--- src/rtl/platform_pkg.sv ---
// yarc platform constants for the machine timer window, plus the byte-lane merge
// shared by every writable register.
package platform_pkg;
  localparam logic [31:0] MTIMER_BASE_ADDR = 32'h0200_4000;
  localparam logic [31:0] MTIMER_MASK      = 32'hFFFF_FFE0;

  localparam logic [4:0] MTIME_LO_OFF    = 5'h00;
  localparam logic [4:0] MTIME_HI_OFF    = 5'h04;
  localparam logic [4:0] MTIMECMP_LO_OFF = 5'h08;
  localparam logic [4:0] MTIMECMP_HI_OFF = 5'h0C;
  localparam logic [4:0] CTRL_OFF        = 5'h10;

  localparam int CTRL_EN_BIT = 31;

  function automatic logic [31:0] byte_merge(input logic [31:0] old_v,
                                             input logic [31:0] new_v,
                                             input logic [3:0]  sel);
    logic [31:0] r;
    for (int b = 0; b < 4; b++)
      r[8*b +: 8] = sel[b] ? new_v[8*b +: 8] : old_v[8*b +: 8];
    return r;
  endfunction
endpackage

--- src/rtl/wishbone_if.sv ---
// Wishbone pipelined bus, 32-bit data with byte selects.
interface wishbone_if;
  logic        cyc;
  logic        stb;
  logic        we;
  logic [31:0] adr;
  logic [3:0]  sel;
  logic [31:0] wdata;
  logic [31:0] rdata;
  logic        ack;
  logic        stall;

  modport SLAVE  (input cyc, stb, we, adr, sel, wdata, output rdata, ack, stall);
  modport MASTER (output cyc, stb, we, adr, sel, wdata, input rdata, ack, stall);
endinterface

--- src/rtl/mtimer_prescaler.sv ---
// Divides the core clock into mtime ticks: one tick every reload_i+1 enabled cycles.
module mtimer_prescaler #(
  parameter int W = 16
) (
  input  logic         clk_i,
  input  logic         rst_i,
  input  logic         en_i,
  input  logic [W-1:0] reload_i,
  input  logic         clear_i,
  output logic         tick_o
);
  logic [W-1:0] r_cnt;

  assign tick_o = en_i && (r_cnt == reload_i);

  always_ff @(posedge clk_i or posedge rst_i) begin
    if (rst_i)        r_cnt <= '0;
    else if (clear_i) r_cnt <= '0;
    else if (en_i)    r_cnt <= tick_o ? '0 : r_cnt + 1'b1;
  end
endmodule

--- src/rtl/wb_mtimer.sv ---
// RISC-V machine timer (mtime/mtimecmp) as a Wishbone pipelined slave; drives the
// core's timer interrupt.
module wb_mtimer
  import platform_pkg::*;
#(
  parameter int PRESCALE_RST = 0,
  parameter int PRESCALE_W   = 16
) (
  input  logic         clk_i,
  input  logic         rst_i,
  wishbone_if.SLAVE    wb_if,
  output logic         irq_timer_o
);
  logic [63:0]           r_mtime;
  logic [63:0]           r_cmp;
  logic                  r_en;
  logic [PRESCALE_W-1:0] r_prescale;
  logic                  r_ack;
  logic [31:0]           r_rdata;
  logic                  r_irq;

  logic        w_acc, w_wr, w_tick, w_ack;
  logic [4:0]  w_off;
  logic [31:0] w_ctrl, w_ctrl_new, w_rd, w_merge;
  logic        w_unused;

  assign w_acc    = wb_if.cyc & wb_if.stb;
  // sel=0 is acked but must not touch any state, including the prescale counter
  assign w_wr     = w_acc & wb_if.we & (|wb_if.sel);
  assign w_off    = {wb_if.adr[4:2], 2'b00};
  assign w_unused = ^{wb_if.adr[31:5], wb_if.adr[1:0]};

  always_comb begin
    w_ctrl                   = '0;
    w_ctrl[CTRL_EN_BIT]      = r_en;
    w_ctrl[PRESCALE_W-1:0]   = r_prescale;
  end

  assign w_ctrl_new = byte_merge(w_ctrl, wb_if.wdata, wb_if.sel);

  always_comb begin
    w_rd    = '0;
    w_merge = '0;
    case (w_off)
      MTIME_LO_OFF:    begin w_rd = r_mtime[31:0];  w_merge = byte_merge(r_mtime[31:0],  wb_if.wdata, wb_if.sel); end
      MTIME_HI_OFF:    begin w_rd = r_mtime[63:32]; w_merge = byte_merge(r_mtime[63:32], wb_if.wdata, wb_if.sel); end
      MTIMECMP_LO_OFF: begin w_rd = r_cmp[31:0];    w_merge = byte_merge(r_cmp[31:0],    wb_if.wdata, wb_if.sel); end
      MTIMECMP_HI_OFF: begin w_rd = r_cmp[63:32];   w_merge = byte_merge(r_cmp[63:32],   wb_if.wdata, wb_if.sel); end
      CTRL_OFF:        w_rd = w_ctrl;
      default:         w_rd = '0;
    endcase
  end

  mtimer_prescaler #(.W(PRESCALE_W)) u_presc (
    .clk_i    (clk_i),
    .rst_i    (rst_i),
    .en_i     (r_en),
    .reload_i (r_prescale),
    .clear_i  (w_wr && (w_off == CTRL_OFF)),
    .tick_o   (w_tick)
  );

  always_ff @(posedge clk_i or posedge rst_i) begin
    if (rst_i) begin
      r_mtime    <= '0;
      r_cmp      <= '1;
      r_en       <= 1'b1;
      r_prescale <= PRESCALE_W'(PRESCALE_RST);
      r_ack      <= 1'b0;
      r_rdata    <= '0;
      r_irq      <= 1'b0;
    end else begin
      r_ack   <= w_acc;
      r_rdata <= w_acc ? w_rd : '0;
      // compare on the registered values: a write or tick shows up one edge later
      r_irq   <= (r_mtime >= r_cmp);
      // a software write to either mtime half wins over that cycle's tick
      if (w_wr && w_off == MTIME_LO_OFF)      r_mtime[31:0]  <= w_merge;
      else if (w_wr && w_off == MTIME_HI_OFF) r_mtime[63:32] <= w_merge;
      else if (w_tick)                        r_mtime        <= r_mtime + 64'd1;
      if (w_wr && w_off == MTIMECMP_LO_OFF) r_cmp[31:0]  <= w_merge;
      if (w_wr && w_off == MTIMECMP_HI_OFF) r_cmp[63:32] <= w_merge;
      if (w_wr && w_off == CTRL_OFF) begin
        r_en       <= w_ctrl_new[CTRL_EN_BIT];
        r_prescale <= w_ctrl_new[PRESCALE_W-1:0];
      end
    end
  end

  assign w_ack       = r_ack & wb_if.cyc;
  assign wb_if.ack   = w_ack;
  assign wb_if.rdata = w_ack ? r_rdata : 32'h0;
  assign wb_if.stall = 1'b0;
  assign irq_timer_o = r_irq;
endmodule

--- src/flat_wrapper.sv ---
// flat-port wrapper written by rule: the top's interface ports become plain ports
module wb_mtimer_flat import platform_pkg::*;
#(
  parameter int PRESCALE_RST = 0,
  parameter int PRESCALE_W   = 16
)
  (clk_i, rst_i, irq_timer_o, wb_if_cyc, wb_if_stb, wb_if_we, wb_if_adr, wb_if_sel, wb_if_wdata, wb_if_rdata, wb_if_ack, wb_if_stall);
  wishbone_if wb_if_i ();
  input  logic clk_i;
  input  logic rst_i;
  output logic irq_timer_o;
  input wire logic [$bits(wb_if_i.cyc)-1:0] wb_if_cyc;
  input wire logic [$bits(wb_if_i.stb)-1:0] wb_if_stb;
  input wire logic [$bits(wb_if_i.we)-1:0] wb_if_we;
  input wire logic [$bits(wb_if_i.adr)-1:0] wb_if_adr;
  input wire logic [$bits(wb_if_i.sel)-1:0] wb_if_sel;
  input wire logic [$bits(wb_if_i.wdata)-1:0] wb_if_wdata;
  output wire logic [$bits(wb_if_i.rdata)-1:0] wb_if_rdata;
  output wire logic [$bits(wb_if_i.ack)-1:0] wb_if_ack;
  output wire logic [$bits(wb_if_i.stall)-1:0] wb_if_stall;
  assign wb_if_i.cyc = wb_if_cyc;
  assign wb_if_i.stb = wb_if_stb;
  assign wb_if_i.we = wb_if_we;
  assign wb_if_i.adr = wb_if_adr;
  assign wb_if_i.sel = wb_if_sel;
  assign wb_if_i.wdata = wb_if_wdata;
  assign wb_if_rdata = wb_if_i.rdata;
  assign wb_if_ack = wb_if_i.ack;
  assign wb_if_stall = wb_if_i.stall;
  wb_mtimer #(.PRESCALE_RST(PRESCALE_RST), .PRESCALE_W(PRESCALE_W)) u_core (.clk_i(clk_i), .rst_i(rst_i), .wb_if(wb_if_i), .irq_timer_o(irq_timer_o));
endmodule
--- config.mk ---
export PLATFORM = sky130hd
export DESIGN_NAME = wb_mtimer_flat
export DESIGN_NICKNAME = d
export VERILOG_FILES = /design/src/rtl/platform_pkg.sv /design/src/rtl/wishbone_if.sv /design/src/rtl/mtimer_prescaler.sv /design/src/rtl/wb_mtimer.sv /design/src/flat_wrapper.sv
export SDC_FILE = /design/constraint.sdc
export NUM_CORES = 1
export LEC_CHECK = 0
export CORE_MARGIN = 1.5
export CORE_UTILIZATION = 35
export CTS_CLUSTER_DIAMETER = 120
export DETAILED_ROUTE_END_ITERATION = 8
export PLACE_DENSITY = 0.65
export SETUP_SLACK_MARGIN = 0.3
export SLEW_MARGIN = 20
export SYNTH_ARGS = -nofsm -noshare
export SYNTH_HDL_FRONTEND = slang
export SYNTH_SLANG_ARGS = --single-unit
--- constraint.sdc ---
create_clock -name clk_i -period 15.94 [get_ports clk_i]
set_input_delay 4.782 -clock clk_i [delete_from_list [all_inputs] [get_ports clk_i]]
set_output_delay 4.782 -clock clk_i [all_outputs]
set_load 0.02 [all_outputs]
# [Yosys cells after proc, flatten, opt, wreduce, memory -nomap -nowiden]
# Cells that the tools add are included.
[classes] muxes=27 n_eq_ne=6 bitwise_logic=5 n_reduce_logical=16 addsub=2 n_lt_le_gt_ge=1
[ops] cell="32-bit 2-to-1 mux" n=5
[ops] cell="32-bit case mux with 5 select lines" n=1
[ops] cell="8-bit 2-to-1 mux" n=16
[ops] cell="32-bit case mux with 4 select lines" n=1
[ops] cell="64-bit by 1-bit adder with 64-bit output, second input constant" n=1
[ops] cell="64-bit greater-or-equal comparator" n=1
[ops] cell="64-bit 2-to-1 mux" n=1
[ops] cell="16-bit 2-to-1 mux" n=3
[ops] cell="16-bit by 1-bit adder with 16-bit output, second input constant" n=1
[ops] cell="16-bit == test" n=1
[ops] cell="2-bit AND reduction" n=5
[ops] cell="3-bit by 2-bit == test with 1-bit output, second input constant" n=2
[ops] cell="1-bit logical AND" n=6
[ops] cell="2-bit nonzero test" n=3
[ops] cell="5-bit logical NOT" n=1
[ops] cell="1-bit AND" n=4
[ops] cell="4-bit OR reduction" n=1
[ops] cell="3-bit by 1-bit == test with 1-bit output, second input constant" n=1
[ops] cell="3-bit == test, second input constant" n=1
[ops] cell="2-bit by 1-bit inequality test with 1-bit output, second input constant" n=1
[ops] cell="1-bit NOT" n=1
[totals] regBits=195 input_bits=73 elab_cells=68 output_inout_bits=35

# [Longest topological paths before layout]
[depth] ltp_word=6 ltp_mapped=10 mapped_depth_nobuf=9

# [Modules after synthesis]
# Synthesis repeated with hierarchy kept, for this count alone.
[hier_totals] hier_cells=1339 hier_area_um2=12172.9
[by_module_without_submodules] module="wb_mtimer" instances=1 seq_area_each_um2=4560.6 cells_per_inst=1236 area_each_um2=11210.8
[by_module_without_submodules] module="mtimer_prescaler" instances=1 seq_area_each_um2=400.4 cells_per_inst=103 area_each_um2=962.2

# [Worst setup path after synthesis]
# No wires, ideal clock.
[synth_timing] kind="input -> output" start="input port wb_if_cyc" end="output port wb_if_rdata[10]" cell_stages=2 slack_ns=5.918 required_ns=11.158 arrival_time_ns=5.240 path_buffers=1 cell_sequence="clkbuf_1 > and3_1"
[synth_via] elab_chain_len=2
[synth_lines] item="start, declared" line_no="flat_wrapper.sv:12" text="input wire logic [$bits(wb_if_i.cyc)-1:0] wb_if_cyc;"
[synth_lines] item="1-bit AND" line_no="wb_mtimer.sv:90" text="assign w_ack = r_ack & wb_if.cyc;"
[synth_lines] item="32-bit 2-to-1 mux" line_no="wb_mtimer.sv:92" text="assign wb_if.rdata = w_ack ? r_rdata : 32'h0;"
[synth_lines] item="end, declared" line_no="flat_wrapper.sv:18" text="output wire logic [$bits(wb_if_i.rdata)-1:0] wb_if_rdata;"
# No other way between the ends.

# [Final worst setup path]
[layout_timing] start="input port wb_if_cyc" end="output port wb_if_rdata[24]"
# The elaborated chain is that of the path after synthesis.

==> flow_summary_export.csv <==
group,metric,value,unit
timing,final-hold-violation-count,0,
worst_setup_path,worstPathRequired,11.16,ns
logic_synthesis,synth_async_sr_flop_share,100,%
clock_network,root_buffer,"clkbuf_16",
clock_network,cts-resized-gates,0,
worst_setup_path,end_kind,"output pin",
global_routing,grt_max_degree,123,
floorplanning,start_util,35.6,%
timing,period_share,72.2,%
clock_network,cts_tree,"yes",
timing,period_needed,11.51,ns
logic_synthesis,ys_seq_area_share,40.3,%
layout,final_layout_size_suffix_gt1_share,13.9,%
logic_synthesis,syn_area_per_cell,9.19,sq um
timing,fin_ws,4.43,ns
power_and_ir_drop,p_per_area,95.7,mW/mm^2
drt,drc,0,
min_path,hold_path_class,"reg -> reg",
logic_synthesis,syn_inst,1340,
clock_network,clk_pin_slew_worst_paths,0.07,ns
floorplanning,pin_count,108,
global_routing,track_usage,19.8,%
global_routing,grt_pass1_wl,55900,um
worst_setup_path,path_max_fanout,35,
place,place.gp.congestion,0.915,
layout,area_growth,14.1,%
clock_network,hold_buffers,0,
global_routing,antenna_found_initial,0,
drt,drt-pass1-iter-count,5,
floorplanning,dieHeight,191,um
logic_synthesis,yosysWarnings,0,
logic_synthesis,synthDistinctLibCells,67,
power_and_ir_drop,clock_power_share,31.2,%
global_routing,grt_pass1_vias,9861,
drt,vias,10100,
timing,fin_skew,0.0115,ns
logic_synthesis,synth_edf_count,0,
timing,worst_slew_pin_slew,1.07,ns
timing,relSlewSlack,28.4,%
drt,drtIter0Drc,715,
drt,drt_wl_total,34600,um
layout,n_antenna_cell,0,
clock_network,htree_num_levels,4,
place,dp_slack,4.41,ns
clock_network,cts_made_buffers,17,
power_and_ir_drop,power.share.combinational,22.4,%
logic_synthesis,synthFlopType,"dfrtp_1",
place,post-dp-hpwl,24400,um
outcome,outcome,"finished clean",
clock_network,post_cts_buffers,0,
place,dp_cells,1814,
clock_network,cts.path.max_buffers,2,
layout,final_nets,1517,
power_and_ir_drop,p_sw_share,32.0,%
drt,viasPerCell,5.50,
logic_synthesis,synth-seq-cells,195,
worst_setup_path,path_class,"in -> out",
logic_synthesis,syn-num-nets,1479,
worst_setup_path,r2r_slack,12.51,ns
power_and_ir_drop,p_seq_share,46.4,%
timing,maxSlewViolCount,0,
clock_network,cts_sinks,195,
timing,worst_hold_slack,0.491,ns
floorplanning,die-area,0.0363,sq mm
clock_network,insertion_delay,0.45,ns
layout,final_cell_mix,"nand2_1, dfrtp_1, o21ai_0",
floorplanning,dieWidth,191,um
drt,ant_nets,0,
drt,wl_per_cell,18.8,um
layout,fin_cells,1846,
timing,fin_tns_setup,0,ns
power_and_ir_drop,p_int,0.000914,W
worst_setup_path,worst_setup_path_start_kind,"input port",
place,io_buffers,77,
global_routing,grt_overflow,0,
layout,layout_commonest_cell,"nand2_1",
power_and_ir_drop,p_switching,0.000430,W
power_and_ir_drop,leakagePower,5.61,nW
timing,fmax,0.0869,GHz
floorplanning,coreArea,0.0345,sq mm
timing,rsz0062_at_grt,"false",
power_and_ir_drop,irDropWorstVdd,0.0800,mV
logic_synthesis,synth_area,0.0123,sq mm
floorplanning,rows,68,
run,maxCapViolations,0,
timing,setup_viol,0,
worst_setup_path,cp.arrival,6.72,ns
==> through the flow <==
| step | utilization (%) | cell area [sq um] | power, W |
|---|---|---|---|
| CTS | 40.7 | 14000 | 0.00135 |
| finish | 40.7 | 14000 | 0.00134 |
| floorplan | - | 12300 | 0.000823 |
| global placement | 39.0 | 13500 | 0.000919 |
| global route | 40.7 | 14000 | 0.00142 |
| detailed placement | 39.0 | 13500 | 0.000928 |
==> kinds of logic after synthesis <==
group,after synthesis,share of synthesized area [%]
xor gates and xnor gates,87,6.19
other,1,0.0305
and+or+nand+nor,550,22.5
DFF,195,40.3
AOI/OAI and AO/OA,229,10.8
buffers and inverters,146,4.60
muxes,66,8.87
adders and majority gates,66,6.71
==> flip-flops by register name (all words and copies together) (netlist names) <==
name                  cells
u_core.r_cmp             64
u_core.r_mtime           64
u_core.r_rdata           32
u_core.r_prescale        16
u_core.u_presc.r_cnt     16
u_core.irq_timer_o        1
u_core.r_ack              1
u_core.r_en               1
==> synth_stat cells, types with 29 or more instances <==
master / n / share of area, %
dfrtp_1: 130 / 26
nand3_1: 30 / 1.2
mux4_2: 32 / 5.9
dfstp_2: 65 / 14
nand4_1: 34 / 1.7
o21ai_0: 98 / 4.0
nor2_1: 75 / 2.3
xnor2_1: 71 / 5.1
nand2b_1: 29 / 1.5
nand2_1: 221 / 6.7
inv_1: 75 / 2.3
clkbuf_1: 53 / 1.6
and3_1: 49 / 2.5
ha_1: 66 / 6.7
a21oi_1: 63 / 2.6
==> cell type report <==
class                           instances  area [sq um]
Inverter                               76           293
Sequential cell                       195          4960
Fill cell                            3401         20500
Timing Repair Buffer                   89           851
Clock buffer                           19           453
Tap cell                              455           569
Clock inverter                         13           109
Multi-Input combinational cell        999          6810
==> power by group through the flow <==
stage	Combinational (W)	Sequential [W]	Clock, W
3_3_place_gp	0.000292	0.000627	0
6_report	0.000301	0.000623	0.000420
5_1_grt	0.000337	0.000630	0.000448
3_5_place_dp	0.000299	0.000629	0
2_1_floorplan	0.000217	0.000606	0
4_1_cts	0.000301	0.000621	0.000425
==> worst paths after layout <==
| path | from | to | cells after the start |
|---|---|---|---|
| setup reg to reg | u_core.r_mtime[3] | u_core.r_mtime[34] | 7 |
| setup / recovery | wb_if_cyc | wb_if_rdata[24] | 3 |
| min in group asynchronous | rst_i | u_core.r_mtime[5] | 2 |
| hold reg to reg | u_core.r_cmp[23] | u_core.r_cmp[23] | 2 |
| max in group asynchronous | rst_i | u_core.r_mtime[35] | 3 |
| hold / removal | u_core.r_cmp[23] | u_core.r_cmp[23] | 2 |
==> worst max-delay path, stage by stage <==
cell and delay [ns]:
clkdlybuf4s50_1 1.03, and3_1 0.28, clkdlybuf4s50_1 0.62
==> layer usage <==
metal | up-vias | track usage, % | wire length, um
met5 | - | 0 | 0
met4 | 0 | 5.75 | 602
met3 | 48 | 3.18 | 1880
met2 | 318 | 32.5 | 16600
met1 | 5029 | 27.0 | 15500
li1 | 4754 | - | -
Power figures use the tool's default switching activity.
